[src/rtl/axil_pkg.sv]
// Shared response codes, register offsets and FSM state types for axil_reg_slave.
package axil_pkg;

  localparam logic [2:0] RESP_OKAY   = 3'd0;
  localparam logic [2:0] RESP_SLVERR = 3'd2;

  localparam logic [3:0] OFS_CTRL  = 4'h0;
  localparam logic [3:0] OFS_DATA  = 4'h4;
  localparam logic [3:0] OFS_WRCNT = 4'h8;
  localparam logic [3:0] OFS_ID    = 4'hC;

  typedef enum logic [2:0] {
    W_IDLE      = 3'd0,
    W_HAVE_ADDR = 3'd1,
    W_HAVE_DATA = 3'd2,
    W_COMMIT    = 3'd3,
    W_RESP      = 3'd4
  } w_state_e;

  typedef enum logic [0:0] {
    R_IDLE = 1'b0,
    R_DATA = 1'b1
  } r_state_e;

  // Only CTRL and DATA accept bus writes; WR_COUNT and ID are read-only.
  function automatic logic ofs_writable(input logic [3:0] ofs);
    return (ofs == OFS_CTRL) || (ofs == OFS_DATA);
  endfunction

endpackage

[src/rtl/axil_strb_merge.sv]
// Byte-strobe merge: each strobe bit selects the new byte over the old one.
module axil_strb_merge #(
  parameter int DATA_WIDTH = 32
) (
  input  logic [DATA_WIDTH-1:0]   old_i,
  input  logic [DATA_WIDTH-1:0]   wdata_i,
  input  logic [DATA_WIDTH/8-1:0] strb_i,
  output logic [DATA_WIDTH-1:0]   merged_o
);

  // Per-byte select between stored and incoming data.
  always_comb begin
    merged_o = old_i;
    for (int i = 0; i < DATA_WIDTH/8; i++) begin
      if (strb_i[i]) begin
        merged_o[8*i +: 8] = wdata_i[8*i +: 8];
      end else begin
        merged_o[8*i +: 8] = old_i[8*i +: 8];
      end
    end
  end

endmodule

[src/rtl/axil_reg_slave.sv]
// AXI4-Lite responder with CTRL/DATA/WR_COUNT/ID registers at BASE_ADDR..BASE_ADDR+15.
// Optional interrupt output enabled by defining AXIL_REG_SLAVE_IRQ_EN.
module axil_reg_slave
  import axil_pkg::*;
#(
  parameter int                    DATA_WIDTH = 32,
  parameter int                    ADDR_WIDTH = 8,
  parameter int                    RESP_WIDTH = 3,
  parameter logic [ADDR_WIDTH-1:0] BASE_ADDR  = 8'h00,
  parameter logic [DATA_WIDTH-1:0] ID_VALUE   = 32'hA5A5_0001
) (
  input  logic                    s0_axi_aclk,
  input  logic                    s0_axi_areset,
  input  logic [ADDR_WIDTH-1:0]   s0_axi_awaddr,
  input  logic                    s0_axi_awvalid,
  output logic                    s0_axi_awready,
  input  logic [DATA_WIDTH-1:0]   s0_axi_wdata,
  input  logic [DATA_WIDTH/8:0]   s0_axi_wstrb,
  input  logic                    s0_axi_wvalid,
  output logic                    s0_axi_wready,
  output logic [RESP_WIDTH-1:0]   s0_axi_bresp,
  output logic                    s0_axi_bvalid,
  input  logic                    s0_axi_bready,
  input  logic [ADDR_WIDTH-1:0]   s0_axi_araddr,
  input  logic                    s0_axi_arvalid,
  output logic                    s0_axi_arready,
  output logic [DATA_WIDTH-1:0]   s0_axi_rdata,
  output logic [RESP_WIDTH-1:0]   s0_axi_rresp,
  output logic                    s0_axi_rvalid,
  input  logic                    s0_axi_rready,
  output logic [DATA_WIDTH-1:0]   ctrl_o,
  output logic [DATA_WIDTH-1:0]   data_o,
  output logic                    data_wr_o
`ifdef AXIL_REG_SLAVE_IRQ_EN
  ,
  output logic                    irq_o
`endif
);

  localparam int SW = DATA_WIDTH/8;

  w_state_e w_state_q, w_state_d;
  r_state_e r_state_q, r_state_d;

  logic                  awready_q, awready_d, wready_q, wready_d, bvalid_q, bvalid_d;
  logic                  arready_q, arready_d, rvalid_q, rvalid_d;
  logic [RESP_WIDTH-1:0] bresp_q, bresp_d, rresp_q, rresp_d;
  logic [DATA_WIDTH-1:0] rdata_q, rdata_d;
  logic [ADDR_WIDTH-1:0] awaddr_q, awaddr_d;
  logic [DATA_WIDTH-1:0] wdata_q, wdata_d;
  logic [SW-1:0]         wstrb_q, wstrb_d;
  logic [DATA_WIDTH-1:0] ctrl_q, ctrl_d, data_q, data_d, wrcnt_q, wrcnt_d;
  logic                  data_wr_q, data_wr_d;
`ifdef AXIL_REG_SLAVE_IRQ_EN
  logic                  irq_q, irq_d;
`endif

  logic                  aw_hs_s, w_hs_s, ar_hs_s;
  logic [ADDR_WIDTH-1:0] wofs_s, rofs_s;
  logic                  w_hit_s, w_ok_s, w_is_data_s, r_hit_s;
  logic [DATA_WIDTH-1:0] merge_old_s, merged_s, rd_val_s;
  logic [RESP_WIDTH-1:0] rd_resp_s;

  assign aw_hs_s = s0_axi_awvalid & awready_q;
  assign w_hs_s  = s0_axi_wvalid & wready_q;
  assign ar_hs_s = s0_axi_arvalid & arready_q;

  // Underflow below BASE_ADDR wraps to a large offset and so misses the window.
  assign wofs_s      = awaddr_q - BASE_ADDR;
  assign w_hit_s     = (wofs_s < ADDR_WIDTH'(16)) && (awaddr_q[1:0] == 2'b00);
  assign w_ok_s      = w_hit_s && ofs_writable(wofs_s[3:0]);
  assign w_is_data_s = (wofs_s[3:0] == OFS_DATA);
  assign merge_old_s = w_is_data_s ? data_q : ctrl_q;

  assign rofs_s  = s0_axi_araddr - BASE_ADDR;
  assign r_hit_s = (rofs_s < ADDR_WIDTH'(16)) && (s0_axi_araddr[1:0] == 2'b00);

  axil_strb_merge #(.DATA_WIDTH(DATA_WIDTH)) u_merge (
    .old_i    (merge_old_s),
    .wdata_i  (wdata_q),
    .strb_i   (wstrb_q),
    .merged_o (merged_s)
  );

  // Write channel next-state logic.
  always_comb begin
    w_state_d = w_state_q;
    case (w_state_q)
      W_IDLE: begin
        if (aw_hs_s && w_hs_s) w_state_d = W_COMMIT;
        else if (aw_hs_s)      w_state_d = W_HAVE_ADDR;
        else if (w_hs_s)       w_state_d = W_HAVE_DATA;
        else                   w_state_d = W_IDLE;
      end
      W_HAVE_ADDR: begin
        if (w_hs_s) w_state_d = W_COMMIT;
        else        w_state_d = W_HAVE_ADDR;
      end
      W_HAVE_DATA: begin
        if (aw_hs_s) w_state_d = W_COMMIT;
        else         w_state_d = W_HAVE_DATA;
      end
      W_COMMIT: w_state_d = W_RESP;
      W_RESP: begin
        if (s0_axi_bready) w_state_d = W_IDLE;
        else               w_state_d = W_RESP;
      end
      default: w_state_d = W_IDLE;
    endcase
  end

  // Read channel next-state logic.
  always_comb begin
    r_state_d = r_state_q;
    case (r_state_q)
      R_IDLE: begin
        if (ar_hs_s) r_state_d = R_DATA;
        else         r_state_d = R_IDLE;
      end
      R_DATA: begin
        if (s0_axi_rready) r_state_d = R_IDLE;
        else               r_state_d = R_DATA;
      end
      default: r_state_d = R_IDLE;
    endcase
  end

  // Handshake outputs follow the next state so they are registered, not combinational.
  always_comb begin
    awready_d = (w_state_d == W_IDLE) || (w_state_d == W_HAVE_DATA);
    wready_d  = (w_state_d == W_IDLE) || (w_state_d == W_HAVE_ADDR);
    bvalid_d  = (w_state_d == W_RESP);
    arready_d = (r_state_d == R_IDLE);
    rvalid_d  = (r_state_d == R_DATA);
    if (w_state_q == W_COMMIT) begin
      bresp_d = w_ok_s ? RESP_WIDTH'(RESP_OKAY) : RESP_WIDTH'(RESP_SLVERR);
    end else begin
      bresp_d = bresp_q;
    end
  end

  // Read data mux sampled on the AR handshake.
  always_comb begin
    rd_val_s  = {DATA_WIDTH{1'b0}};
    rd_resp_s = RESP_WIDTH'(RESP_SLVERR);
    if (r_hit_s) begin
      rd_resp_s = RESP_WIDTH'(RESP_OKAY);
      case (rofs_s[3:0])
        OFS_CTRL:  rd_val_s = ctrl_q;
        OFS_DATA:  rd_val_s = data_q;
        OFS_WRCNT: rd_val_s = wrcnt_q;
        OFS_ID:    rd_val_s = ID_VALUE;
        default:   rd_val_s = {DATA_WIDTH{1'b0}};
      endcase
    end else begin
      rd_val_s  = {DATA_WIDTH{1'b0}};
      rd_resp_s = RESP_WIDTH'(RESP_SLVERR);
    end
    rdata_d = ar_hs_s ? rd_val_s : rdata_q;
    rresp_d = ar_hs_s ? rd_resp_s : rresp_q;
  end

  // Capture of write address/data and the single-cycle register commit.
  always_comb begin
    awaddr_d  = aw_hs_s ? s0_axi_awaddr : awaddr_q;
    wdata_d   = w_hs_s ? s0_axi_wdata : wdata_q;
    wstrb_d   = w_hs_s ? s0_axi_wstrb[SW-1:0] : wstrb_q;
    ctrl_d    = ctrl_q;
    data_d    = data_q;
    wrcnt_d   = wrcnt_q;
    data_wr_d = 1'b0;
`ifdef AXIL_REG_SLAVE_IRQ_EN
    irq_d     = irq_q;
`endif
    if ((w_state_q == W_COMMIT) && w_ok_s) begin
      wrcnt_d = wrcnt_q + DATA_WIDTH'(1);
      if (w_is_data_s) begin
        data_d    = merged_s;
        data_wr_d = 1'b1;
      end else begin
`ifdef AXIL_REG_SLAVE_IRQ_EN
        // Bit 31 is a write-one-to-clear command for irq_o and never stored.
        ctrl_d = {1'b0, merged_s[DATA_WIDTH-2:0]};
`else
        ctrl_d = merged_s;
`endif
      end
`ifdef AXIL_REG_SLAVE_IRQ_EN
      if (!w_is_data_s && wstrb_q[SW-1] && wdata_q[DATA_WIDTH-1]) irq_d = 1'b0;
      else if (w_is_data_s && ctrl_q[0])                          irq_d = 1'b1;
      else                                                        irq_d = irq_q;
`endif
    end else begin
      wrcnt_d = wrcnt_q;
    end
  end

  // FSM state registers.
  always_ff @(posedge s0_axi_aclk or posedge s0_axi_areset) begin
    if (s0_axi_areset) begin
      w_state_q <= W_IDLE;
      r_state_q <= R_IDLE;
    end else begin
      w_state_q <= w_state_d;
      r_state_q <= r_state_d;
    end
  end

  // Output, capture and register-bank flops.
  always_ff @(posedge s0_axi_aclk or posedge s0_axi_areset) begin
    if (s0_axi_areset) begin
      awready_q <= 1'b1;
      wready_q  <= 1'b1;
      arready_q <= 1'b1;
      bvalid_q  <= 1'b0;
      rvalid_q  <= 1'b0;
      bresp_q   <= {RESP_WIDTH{1'b0}};
      rresp_q   <= {RESP_WIDTH{1'b0}};
      rdata_q   <= {DATA_WIDTH{1'b0}};
      awaddr_q  <= {ADDR_WIDTH{1'b0}};
      wdata_q   <= {DATA_WIDTH{1'b0}};
      wstrb_q   <= {SW{1'b0}};
      ctrl_q    <= {DATA_WIDTH{1'b0}};
      data_q    <= {DATA_WIDTH{1'b0}};
      wrcnt_q   <= {DATA_WIDTH{1'b0}};
      data_wr_q <= 1'b0;
`ifdef AXIL_REG_SLAVE_IRQ_EN
      irq_q     <= 1'b0;
`endif
    end else begin
      awready_q <= awready_d;
      wready_q  <= wready_d;
      arready_q <= arready_d;
      bvalid_q  <= bvalid_d;
      rvalid_q  <= rvalid_d;
      bresp_q   <= bresp_d;
      rresp_q   <= rresp_d;
      rdata_q   <= rdata_d;
      awaddr_q  <= awaddr_d;
      wdata_q   <= wdata_d;
      wstrb_q   <= wstrb_d;
      ctrl_q    <= ctrl_d;
      data_q    <= data_d;
      wrcnt_q   <= wrcnt_d;
      data_wr_q <= data_wr_d;
`ifdef AXIL_REG_SLAVE_IRQ_EN
      irq_q     <= irq_d;
`endif
    end
  end

  assign s0_axi_awready = awready_q;
  assign s0_axi_wready  = wready_q;
  assign s0_axi_bresp   = bresp_q;
  assign s0_axi_bvalid  = bvalid_q;
  assign s0_axi_arready = arready_q;
  assign s0_axi_rdata   = rdata_q;
  assign s0_axi_rresp   = rresp_q;
  assign s0_axi_rvalid  = rvalid_q;
  assign ctrl_o         = ctrl_q;
  assign data_o         = data_q;
  assign data_wr_o      = data_wr_q;
`ifdef AXIL_REG_SLAVE_IRQ_EN
  assign irq_o          = irq_q;
`endif

endmodule

[config.mk]
export PLATFORM = sky130hd
export DESIGN_NAME = axil_reg_slave
export DESIGN_NICKNAME = d
export VERILOG_FILES = /design/src/rtl/axil_pkg.sv /design/src/rtl/axil_strb_merge.sv /design/src/rtl/axil_reg_slave.sv
export SDC_FILE = /design/constraint.sdc
export NUM_CORES = 1
export LEC_CHECK = 0
export ABC_AREA = 0
export CAP_MARGIN = 20
export CORE_MARGIN = 10
export CORE_UTILIZATION = 47
export CTS_CLUSTER_DIAMETER = 50
export DETAILED_ROUTE_END_ITERATION = 16
export HOLD_SLACK_MARGIN = 0.1
export PLACE_DENSITY_LB_ADDON = 0.3
export REMOVE_ABC_BUFFERS = 1
export SLEW_MARGIN = 40
export SYNTH_ARGS = -nofsm -noshare
export SYNTH_HDL_FRONTEND = slang
export SYNTH_HIERARCHICAL = 1
export SYNTH_SLANG_ARGS = --single-unit
[constraint.sdc]
create_clock -name s0_axi_aclk -period 5.65 [get_ports s0_axi_aclk]
set_input_delay 1.13 -clock s0_axi_aclk [delete_from_list [all_inputs] [get_ports s0_axi_aclk]]
set_output_delay 1.13 -clock s0_axi_aclk [all_outputs]
set_load 0.02 [all_outputs]
# Yosys cells after proc, flatten, opt, wreduce, memory -nomap -nowiden
# Cells that the tools add are included.
[word_totals]
reg_bits = 187
in_bits = 60
out_inout_bits = 108
[classes]
addsub = 1
order_cmp = 2
eq_ne = 11
muxes = 21
bitwise_logic = 6
reduce_logical = 16
[op_table]
columns = ["op", "n"]
rows = [
  ["32-bit one-hot mux with 4 select lines", 1],
  ["32-bit two-way mux", 2],
  ["32-bit by 1-bit adder with 32-bit output (second input constant)", 1],
  ["8-bit two-way mux", 4],
  ["8-bit by 5-bit less-than comparator with 1-bit output (second input constant)", 2],
  ["3-bit one-hot mux with 5 select lines", 1],
  ["2-bit two-way mux", 6],
  ["3-bit by 2-bit equality test with 1-bit output (second input constant)", 3],
  ["4-bit by 3-bit equality test with 1-bit output (second input constant)", 2],
  ["4-bit equality test (second input constant)", 2],
  ["4-bit zero test", 2],
  ["3-bit by 1-bit equality test with 1-bit output (second input constant)", 2],
  ["3-bit equality test (second input constant)", 2],
  ["3-bit zero test", 2],
  ["1-bit logical AND", 5],
  ["1-bit two-way mux", 5],
  ["2-bit zero test", 2],
  ["2-bit AND reduction", 2],
  ["1-bit bitwise AND", 3],
  ["1-bit logical OR", 3],
  ["3-bit two-way mux", 1],
  ["1-bit NOT", 3],
  ["1-bit one-hot mux with 2 select lines", 1],
]

# Depth between registers and ports, before layout
[logic_depth]
depth_word = 7
ltp_mapped = 7
mapped_depth_nobuf = 6

# Cells and area by module
# The synthesis kept the hierarchy.
[by_module_without_submodules]
columns = ["mod", "instances", "cells_each", "area_per_inst_um2"]
rows = [
  ["axil_reg_slave", 1, 639, 8070.2],
  ["axil_strb_merge", 1, 36, 525.5],
]

# Worst setup path before layout
# OpenSTA, ideal clock, no wires.
[synth_timing]
kind = "in2reg"
startpoint = "input s0_axi_araddr[3]"
endpoint = "register rdata_q[0], in the netlist s0_axi_rdata[0]"
arrival_ns = 2.092
setup_slack_ns = 3.425
cell_stages = 5
n_path_buf = 2
path_cell_list = "clkbuf_1 -> buf_2 -> mux2_2 -> o22ai_1 -> o21ai_0"
[synth_via]
elab_chain_cells = 3
[synth_lines]
columns = ["item", "line_no", "source"]
rows = [
  ["start: declaration", "axil_reg_slave.sv:24", "input logic [ADDR_WIDTH-1:0] s0_axi_araddr,"],
  ["8-bit by 5-bit less-than comparator with 1-bit output (tied with other cells)", "axil_reg_slave.sv:76", "assign r_hit_s = (rofs_s < ADDR_WIDTH'(16)) && (s0_axi_araddr[1:0] == 2'b00);"],
  ["1-bit logical AND / 32-bit one-hot mux with 4 select lines (equally long branches)", "axil_reg_slave.sv:76, axil_reg_slave.sv:148", ""],
  ["32-bit two-way mux *", "axil_reg_slave.sv:146", "if (r_hit_s) begin"],
  ["end signal: assignment", "axil_reg_slave.sv:219", "rdata_q <= {DATA_WIDTH{1'b0}};"],
  ["end signal: assignment", "axil_reg_slave.sv:238", "rdata_q <= rdata_d;"],
  ["end: declaration", "axil_reg_slave.sv:48", "logic [DATA_WIDTH-1:0] rdata_q, rdata_d;"],
]
# Mark *: on every way between the ends. The rest lies on a longest branch, timed or not.
# A chain may end at the register's enable or synchronous reset.

# Worst setup path after layout
[layout_timing]
startpoint = "register wready_q, in the netlist s0_axi_wready"
endpoint = "output s0_axi_wready"
[layout_rtl]
columns = ["item", "line_no", "source"]
rows = [
  ["start: declaration", "axil_reg_slave.sv:45", "logic awready_q, awready_d, wready_q, wready_d, bvalid_q, bvalid_d;"],
  ["start signal: assignment", "axil_reg_slave.sv:232", "wready_q <= wready_d;"],
  ["end: declaration", "axil_reg_slave.sv:20", "output logic s0_axi_wready,"],
]
# No word-level cell between the ends.

==> results.yml <==
timing:
  finalWorstSetupSlack_ns: 2.93
  rsz0062_at_grt: "no"
  setup_viol: 0
  skew_ns: 0.0109
  period_share_pct: 48.2
  hold_viol_final: 0
  maxSlewViolCount: 0
  worst_pin_slew_ns: 0.814
  finalCriticalPeriod_ns: 2.72
  max_freq_mhz: 368
  slew_headroom_pct: 45.7
finish:
  n_antenna_cell: 0
  final_area_sq_um: 11000
  finalCoreUtilization_pct: 61.2
  finalNetCount: 884
  fin_cells: 1065
  drive_above_1_share_pct: 28.6
  syn_to_final_growth_pct: 27.9
critical_path:
  slowest_delay_ns: 0.61
  path_class: "reg -> out"
  r2r_start: "awaddr_q[1]"
  cp_max_fo: 2
  end_kind: "output pin"
  worstPathRequired_ns: 4.52
  startpoint_type: "flop"
  rrSetupSlack_ns: 3.05
  path_cells: "clkdlybuf4s50_1"
  timing.rr.end: "data_o[20]"
  worstPathArrival_ns: 1.59
  worst-r2r-cell-count: 4
  cp_top_family: "buffers and inverters"
  critPathSlowestCell: "clkdlybuf4s50_1"
  critPathBufInv: 1
logic_synthesis:
  yosysSeqAreaShare_pct: 53.3
  synthCells: 675
  ys_warn_count: 6
  syn_area_sq_um: 8600
  synth.avg_cell_area_sq_um: 12.7
  ys_ff_latch: 183
  synthDistinctLibCells: 42
clocking:
  clkLatencyLatePin_ns: 0.43
  cts.path.max_buffers: 2
  cts_tree: "yes"
  clk_pin_slew_ns: 0.07
  cts_resized: 0
  cts_hold_repair.buffers: 0
  cts_setup_buffers: 0
  cts_buffers: 17
  htree_levels: 4
  root_buffer: "clkbuf_16"
  clock-sinks: 183
power:
  p_per_area_nw_per_um2: 360
  ir_drop_mv: 0.359
  p_leak_nw: 4.98
  total_power_mw: 3.96
min_path:
  min_from: "s0_axi_rdata[20]"
  holdPathStages: 2
  hold_end: "s0_axi_rdata[20]"
  hold_path.class: "reg -> reg"
global_routing:
  grt_util_all_layers_pct: 18.3
  grt_pass1_vias: 6358
  grt_pass1_wl_um: 35100
  overflow: 0
  grt_max_degree: 156
  antenna_found_initial: 0
detailed_routing:
  drt_iter0_drc: 343
  dr_total_vias: 5813
  drt-vias-per-instance: 5.46
  wirelength_um: 21900
  wl_per_cell_um: 20.5
  firstDrtPassIters: 4
  ant_nets: 0
  route.detailed.drc: 0
placement:
  dpl.cell_count: 1033
  portBuffers: 162
  place_area_sq_um: 10400
  pre_cts_ws_ns: 2.54
  dpl.hpwl_um: 14300
  gp_routability_congestion: 0.801
floorplan:
  start_util_pct: 47.9
  fp.dieArea_sq_um: 24100
  rows: 49
  chipWidth_um: 155
  core_area_sq_um: 18000
  io_pins: 168
  dieHeight_um: 155
job:
  cap_violations: 0
status:
  status: "finished, final reports clean"
## logic make-up after synthesis
group | synth area share, %
mux | 28.2
simple gates | 8.36
compound gates | 3.94
fa+ha+maj | 0.146
flops | 53.3
xor+xnor | 3.16
other cells | 0.0436
buf+inv | 2.87
## registers in the layout, summed over array words and instances (netlist names), 3 cells and up
| name | count |
|---|---|
| s0_axi_rdata | 32 |
| wstrb_q | 4 |
| wrcnt_q | 32 |
| data_o | 32 |
| w_state_q | 3 |
| awaddr_q | 8 |
| ctrl_o | 32 |
| wdata_q | 32 |
## worst min-delay path, delay by kind of cell, from the launching register on
kind             cells  cell delay [ns]
flip-flops           1             0.34
AND/OR/NAND/NOR      1             0.05
AO/OA/AOI/OAI        1             0.06
## cell type report
cell class	instances	area, sq um
fill	1398	6970
sequential	183	4580
multi-input combinational	448	3800
timing repair buffer	168	1670
clock buffer	18	439
tap	229	287
clock inverter	14	170
inverter	5	35.0
## layer usage
layer  share of wire (%)  wire length, um  GRT usage (%)
met1                  43             9430           22.6
met2                  49            10800           30.5
met3                 7.0             1540           5.73
met4                0.73              160           4.28
met5                   0                0              0
## layout by cell type (no fill, tap or decap), types with 2 or more instances in the layout
cell / instances
dfrtp_1: 180
clkdlybuf4s50_1: 160
mux2_2: 147
nand2_1: 49
nor2_1: 34
o21ai_0: 32
mux2_4: 32
xnor2_1: 24
mux2i_1: 24
a21oi_1: 23
clkbuf_16: 17
nand3_1: 15
o22ai_1: 9
nand4_1: 7
and3_1: 7
xor2_1: 7
buf_4: 5
nor3_1: 4
inv_1: 4
mux2_1: 4
conb_1: 4
clkinv_2: 4
inv_6: 4
and4_1: 3
or2_2: 3
bufinv_16: 3
dfstp_2: 3
nor3_4: 2
nand3_4: 2
clkinv_4: 2
buf_8: 2
## worst max-delay path by stage
stage	from	end	slack (ns)	depth (start not counted)
floorplan	s0_axi_areset	awaddr_q[0]	-0.45	1
global placement	awaddr_q[1]	data_o[20]	2.14	4
detailed placement	s0_axi_arvalid	s0_axi_rdata[8]	2.54	6
CTS	s0_axi_wready	s0_axi_wready	2.89	1
global route	s0_axi_arvalid	s0_axi_rdata[7]	2.80	6
finish	s0_axi_wready	s0_axi_wready	2.93	1
## cell usage after synthesis (all sizes together)
library cell / number / area (sq um)
mux2: 183 / 2180
inv: 5 / 18.8
nand2: 51 / 191
nand4: 8 / 56.3
a21oi: 23 / 115
xnor2: 24 / 210
and3: 7 / 43.8
xor2: 7 / 61.3
o21ai: 32 / 160
buf: 23 / 155
o22ai: 9 / 56.3
nand2b: 1 / 6.26
ha: 1 / 12.5
nor2b: 1 / 6.26
and3b: 1 / 8.76
clkbuf: 19 / 72.6
conb: 1 / 3.75
nor3: 7 / 62.6
nor4b: 1 / 8.76
dfstp: 3 / 78.8
nor2: 35 / 134
nand3: 17 / 103
dfrtp: 180 / 4500
and4: 3 / 26.3
nor4: 3 / 40.0
a21boi: 1 / 7.51
or2: 3 / 18.8
mux2i: 24 / 240
and2: 2 / 12.5
## power breakdown
part,leakage [nW],switching (mW),internal (mW)
clock,0.301,0.517,0.712
sequential,2.43,0.233,1.54
combinational,2.25,0.382,0.573
total,4.98,1.13,2.83
## metrics by stage
step                      hold WS (ns)  setup TNS [ns]
after floorplan                  0.440          -80.47
after global placement           0.455               0
after detailed placement         0.469               0
after CTS                        0.481               0
after global routing             0.501               0
final                            0.476               0
(Power assumes the default switching activity.)
==> RTL change 1 (same flow settings) <==
Re-encode `w_state_e` (5 states) as Gray code, 3 bits wide.
--- a/src/rtl/axil_pkg.sv
+++ b/src/rtl/axil_pkg.sv
@@ -12,7 +12,7 @@
   typedef enum logic [2:0] {
-    W_IDLE      = 3'd0,
-    W_HAVE_ADDR = 3'd1,
-    W_HAVE_DATA = 3'd2,
-    W_COMMIT    = 3'd3,
-    W_RESP      = 3'd4
+    W_IDLE      = 3'b000,
+    W_HAVE_ADDR = 3'b001,
+    W_HAVE_DATA = 3'b011,
+    W_COMMIT    = 3'b010,
+    W_RESP      = 3'b110
   } w_state_e;
Formal check against the unedited RTL: same outputs for any inputs over 4 cycles, from zero or initial values and one cycle with s0_axi_areset high; so few cycles prove little.
==> RTL change 1 against the original RTL <==
Total power up 6.0%; synthesized area up 1.4%; register-to-register slack better by 0.07 ns; cell area up 0.42%; clock power down 7%; sequential cell count unchanged; wire length up 2.3%; sequential power up 5%; worst setup slack worse by 0.029 ns; critical path type unchanged; largest power group unchanged.
==> RTL change 1: results (changes against the original RTL) <==
Outcome -> finished clean (unchanged)
Met2 routed WL -> 10870 um (was 10760 um)
Flop-to-flop setup slack -> 3.12 ns (was 3.05 ns)
Highest cell delay on the worst timing path -> 0.62 ns
Met1 usage -> 22.84% (was 22.59%)
Hold_sp -> s0_axi_rdata[17] (was s0_axi_rdata[20])
DR WL/cell -> 20.88 um (was 20.55 um)
Top cells by count, synth -> dfrtp_1, mux2_2, nand2_1 (unchanged)
Placed Instances -> 1040 (was 1033)
Sw frac -> 30.30% (was 28.60%)
Seq/Total Area, Yosys -> 52.58% (was 53.32%)
Mapped Avg Cell Area -> 12.78 um^2 (was 12.73 um^2)
First-pass GRT wire length -> 35690 um (was 35110 um)
CTS root buf -> clkbuf_16 (unchanged)
Synth area leaders -> dfrtp_1, mux2_2, mux2_4, xnor2_1, mux2i_1 (was dfrtp_1, mux2_2, mux2_4, mux2i_1, xnor2_1)
Pleak -> 4.908 nW (was 4.979 nW)
Placed cell area -> 10470 um^2 (was 10380 um^2)
Layout cells sized above 1 -> 27.16% (was 28.59%)
GRT Resource Usage Total -> 18.57% (was 18.25%)
Non-Filler Instances -> 1072 (was 1065)
DP HPWL -> 14920 um (was 14330 um)
Worst Skew -> 0.007704 ns (was 0.01088 ns)
Worst Hold Endpoint -> s0_axi_rdata[17] (was s0_axi_rdata[20])
Vias in the first global route -> 6419 (was 6358)
Worst r2r path cells -> 4 (unchanged)
Multiplexer share of the synthesized area -> 27.65% (was 28.17%)
CP Data Arrival Time -> 1.62 ns (was 1.59 ns)
Metal-1 WL -> 9747 um (was 9425 um)
Largest net degree at the start of global routing -> 153 (was 156)
Via/cell ratio -> 5.495 (was 5.458)
Setup Fix Bufs, Post-CTS -> 0 (unchanged)
Min-Delay Path Class -> reg2reg (unchanged)
Routed wl met3 -> 1456 um (was 1535 um)
GRT met3 Usage -> 6.231% (was 5.735%)
Buffer depth of the longest clock path -> 2 (unchanged)
Later-pin clock latency in the skew report -> 0.43 ns (about the same)
Final #Nets -> 891 (was 884)
R2r endpoint -> data_o[11] (was data_o[20])
Peak supply drop -> 322.5 uV (was 358.7 uV)
Routability cong. -> 0.7851 (was 0.8006)
Count of cell types in the netlist -> 43 (was 42)
Slew HR -> 50.59% (was 45.72%)
DRT iter0 DRCs -> 314 (was 343)
Adder-cell area share of the yosys netlist -> 0.1436% (was 0.1456%)
GRT met2 Usage -> 30.54% (was 30.47%)
Post-Synth XOR/XNOR Area -> 3.115% (was 3.159%)
==> RTL change 1: cell count changes in the layout (fill, tap and decap cells not counted), sizes merged, moves of 4 or more <==
| cell | delta |
|---|---|
| xnor2 | +6 |
| nor2 | -6 |
| nand2 | -8 |
| xor2 | -6 |
| nand4 | +11 |
| a21oi | +6 |
| clkbuf | +4 |
==> RTL change 1: worst register-to-register path, stage by stage (launching register included) <==
cell,delay [ns]
dfrtp_1,0.39
nor3_2,0.29
and2_4,0.59
nand3_4,0.60
mux2_1,0.55
==> RTL change 1: how the worst max path moves through the flow <==
stage,to
4_1_cts,s0_axi_wready
3_3_place_gp,w_state_q[0]
5_1_grt,s0_axi_wready
2_1_floorplan,awaddr_q[0]
6_report,s0_axi_wready
3_5_place_dp,s0_axi_rdata[31]
==> RTL change 1: power groups by stage <==
stage	clock [mW]	combinational, mW	sequential [mW]
floorplan	0	0.715	1.90
global placement	0	1.15	1.86
detailed placement	0	1.19	1.88
CTS	1.18	1.20	1.86
global route	1.24	1.27	1.90
finish	1.15	1.18	1.86
==> RTL change 1: final cells by class <==
type | count | area share, %
Timing Repair Buffer | 171 | 15.46
Inverter | 5 | 0.3174
Tap cell | 229 | 2.595
Sequential cell | 183 | 41.52
Multi-Input combinational cell | 452 | 34.94
Clock buffer | 22 | 4.296
Clock inverter | 10 | 0.8727
==> RTL change 1: per-stage QoR <==
stage	utilization, %	total power [mW]	hold WS, ns	setup slack, ns
after floorplan	-	2.617	0.4407	-0.4471
after global placement	57.52	3.003	0.4602	2.656
after detailed placement	57.86	3.067	0.4700	2.630
after CTS	61.02	4.229	0.4855	2.884
after global routing	61.04	4.404	0.4994	2.857
final	61.04	4.196	0.4818	2.900
==> RTL change 2 (same flow settings) <==
Without the edit above. The parameter `RESP_WIDTH` goes from 3 to 6.
--- a/src/rtl/axil_reg_slave.sv
+++ b/src/rtl/axil_reg_slave.sv
@@ -7,3 +7,3 @@
   parameter int                    ADDR_WIDTH = 8,
-  parameter int                    RESP_WIDTH = 3,
+  parameter int                    RESP_WIDTH = 6,
   parameter logic [ADDR_WIDTH-1:0] BASE_ADDR  = 8'h00,
Ports: changed (resized s0_axi_bresp and s0_axi_rresp); port bits go from 168 to 174. No check against the original RTL was run, so the function may have changed too.
==> RTL change 2 against the original RTL <==
Wire length hardly changed; clock skew is 0.0017 ns lower; synthesized area is 0.52% higher; total power is 0.45% higher; cell area is 0.60% higher; largest cell class unchanged; synthesized cell count is 0.89% higher; hold slack better by 0.0068 ns; worst setup slack worse by 0.011 ns; sequential cell count stayed put; largest power group unchanged.
==> RTL change 2: results (changes against the original RTL) <==
Setup crit start -> s0_axi_wready (unchanged)
Synth area leaders -> dfrtp_1, mux2_2, mux2_4, mux2i_1, xnor2_1 (unchanged)
Antenna diodes -> 0 (unchanged)
Final WL -> 21880 um (about the same)
Buffer depth of the longest clock path -> 2 (unchanged)
Power Internal -> 2.839 mW (was 2.825 mW)
Outcome -> finished clean (unchanged)
Top cells by count, synth -> dfrtp_1, mux2_2, nand2_1 (unchanged)
R2r endpoint -> data_o[26] (was data_o[20])
Pleak -> 5.012 nW (was 4.979 nW)
CTS H-tree depth -> 4 (unchanged)
Synth Warn # -> 6 (unchanged)
Highest cell delay on the worst timing path -> 0.61 ns (about the same)
Placed cell area -> 10440 um^2 (was 10380 um^2)
Largest net degree at the start of global routing -> 109 (was 156)
Count of cell types in the netlist -> 42 (unchanged)
Async S/R FF share, synth -> 100.0% (unchanged)
Antenna violations before repair -> 0 (unchanged)
First-pass GRT wire length -> 35230 um (was 35110 um)
Placed Instances -> 1043 (was 1033)
PostCTS Resize Cnt -> 0 (unchanged)
Setup Fix Bufs, Post-CTS -> 0 (unchanged)
GRT Resource Usage Total -> 18.20% (was 18.25%)
Pre-CTS setup slack -> 2.711 ns (was 2.544 ns)
CP max FO -> 2 (unchanged)
Worst Skew -> 0.009221 ns (was 0.01088 ns)
CTS root buf -> clkbuf_16 (unchanged)
DP HPWL -> 14780 um (was 14330 um)
Mapped Cells -> 681 (was 675)
Final #Nets -> 894 (was 884)
Via/cell ratio -> 5.469 (was 5.458)
Routability cong. -> 0.7573 (was 0.8006)
DRT iter0 DRCs -> 296 (was 343)
Min-Delay Path Class -> reg2reg (unchanged)
Later-pin clock latency in the skew report -> 0.43 ns (about the same)
Flop-to-flop setup slack -> 3.09 ns (was 3.05 ns)
Hold_ws -> 0.4825 ns (was 0.4757 ns)
Reg clk slew, reported paths -> 0.07 ns (about the same)
Worst Hold Endpoint -> s0_axi_rdata[22] (was s0_axi_rdata[20])
Non-Filler Instances -> 1075 (was 1065)
Logic power comb -> 0.954 mW (was 0.955 mW)
Clk power -> 1.25 mW
Hold_sp -> s0_axi_rdata[22] (was s0_axi_rdata[20])
Peak supply drop -> 231.0 uV (was 358.7 uV)
Worst setup endpoint -> s0_axi_wready (unchanged)
Final Worst Setup Slack -> 2.919 ns (was 2.929 ns)
Drt first pass iters -> 4 (unchanged)
Psw -> 1.136 mW (was 1.132 mW)
Worst r2r path cells -> 4 (unchanged)
Layout cells sized above 1 -> 28.61% (was 28.59%)
R2r startpoint -> awaddr_q[1] (unchanged)
I/O Buffers -> 162 (unchanged)
Seq/Total Area, Yosys -> 53.04% (was 53.32%)
Vias in the first global route -> 6495 (was 6358)
Slew HR -> 58.11% (was 45.72%)
Delay-heaviest family, CP -> buffers and inverters (unchanged)
-- RTL change 2: area by class of cell --
type / count / area, um^2
inverters: 5 / 31.28
fillers: 1394 / 6965
clock buffers: 19 / 452.9
clock inverters: 13 / 166.4
repair buffers: 172 / 1714
flip-flops and latches: 183 / 4583
well taps: 229 / 286.5
multi-input cells: 454 / 3825
-- RTL change 2: metal layers --
layer / up-vias / part of all wire (%) / global-route usage, %
li1: 2684 / - / -
met1: 2999 / 41 / 21.35
met2: 183 / 51 / 31.19
met3: 13 / 7.2 / 6.066
met4: 0 / 0.78 / 5.036
met5: - / 0 / 0
-- RTL change 2: cell families (layout without fill, tap and decap cells) --
logic type | after synthesis | in the layout | share of synthesized area (%)
xor+xnor | 31 | 31 | 3.142
fa+ha+maj | 1 | 1 | 0.1448
simple gates | 140 | 140 | 8.312
mux | 207 | 207 | 28.02
buf+inv | 53 | 209 | 3.374
other cells | 1 | 10 | 0.04340
compound gates | 65 | 65 | 3.924
flops | 183 | 183 | 53.04
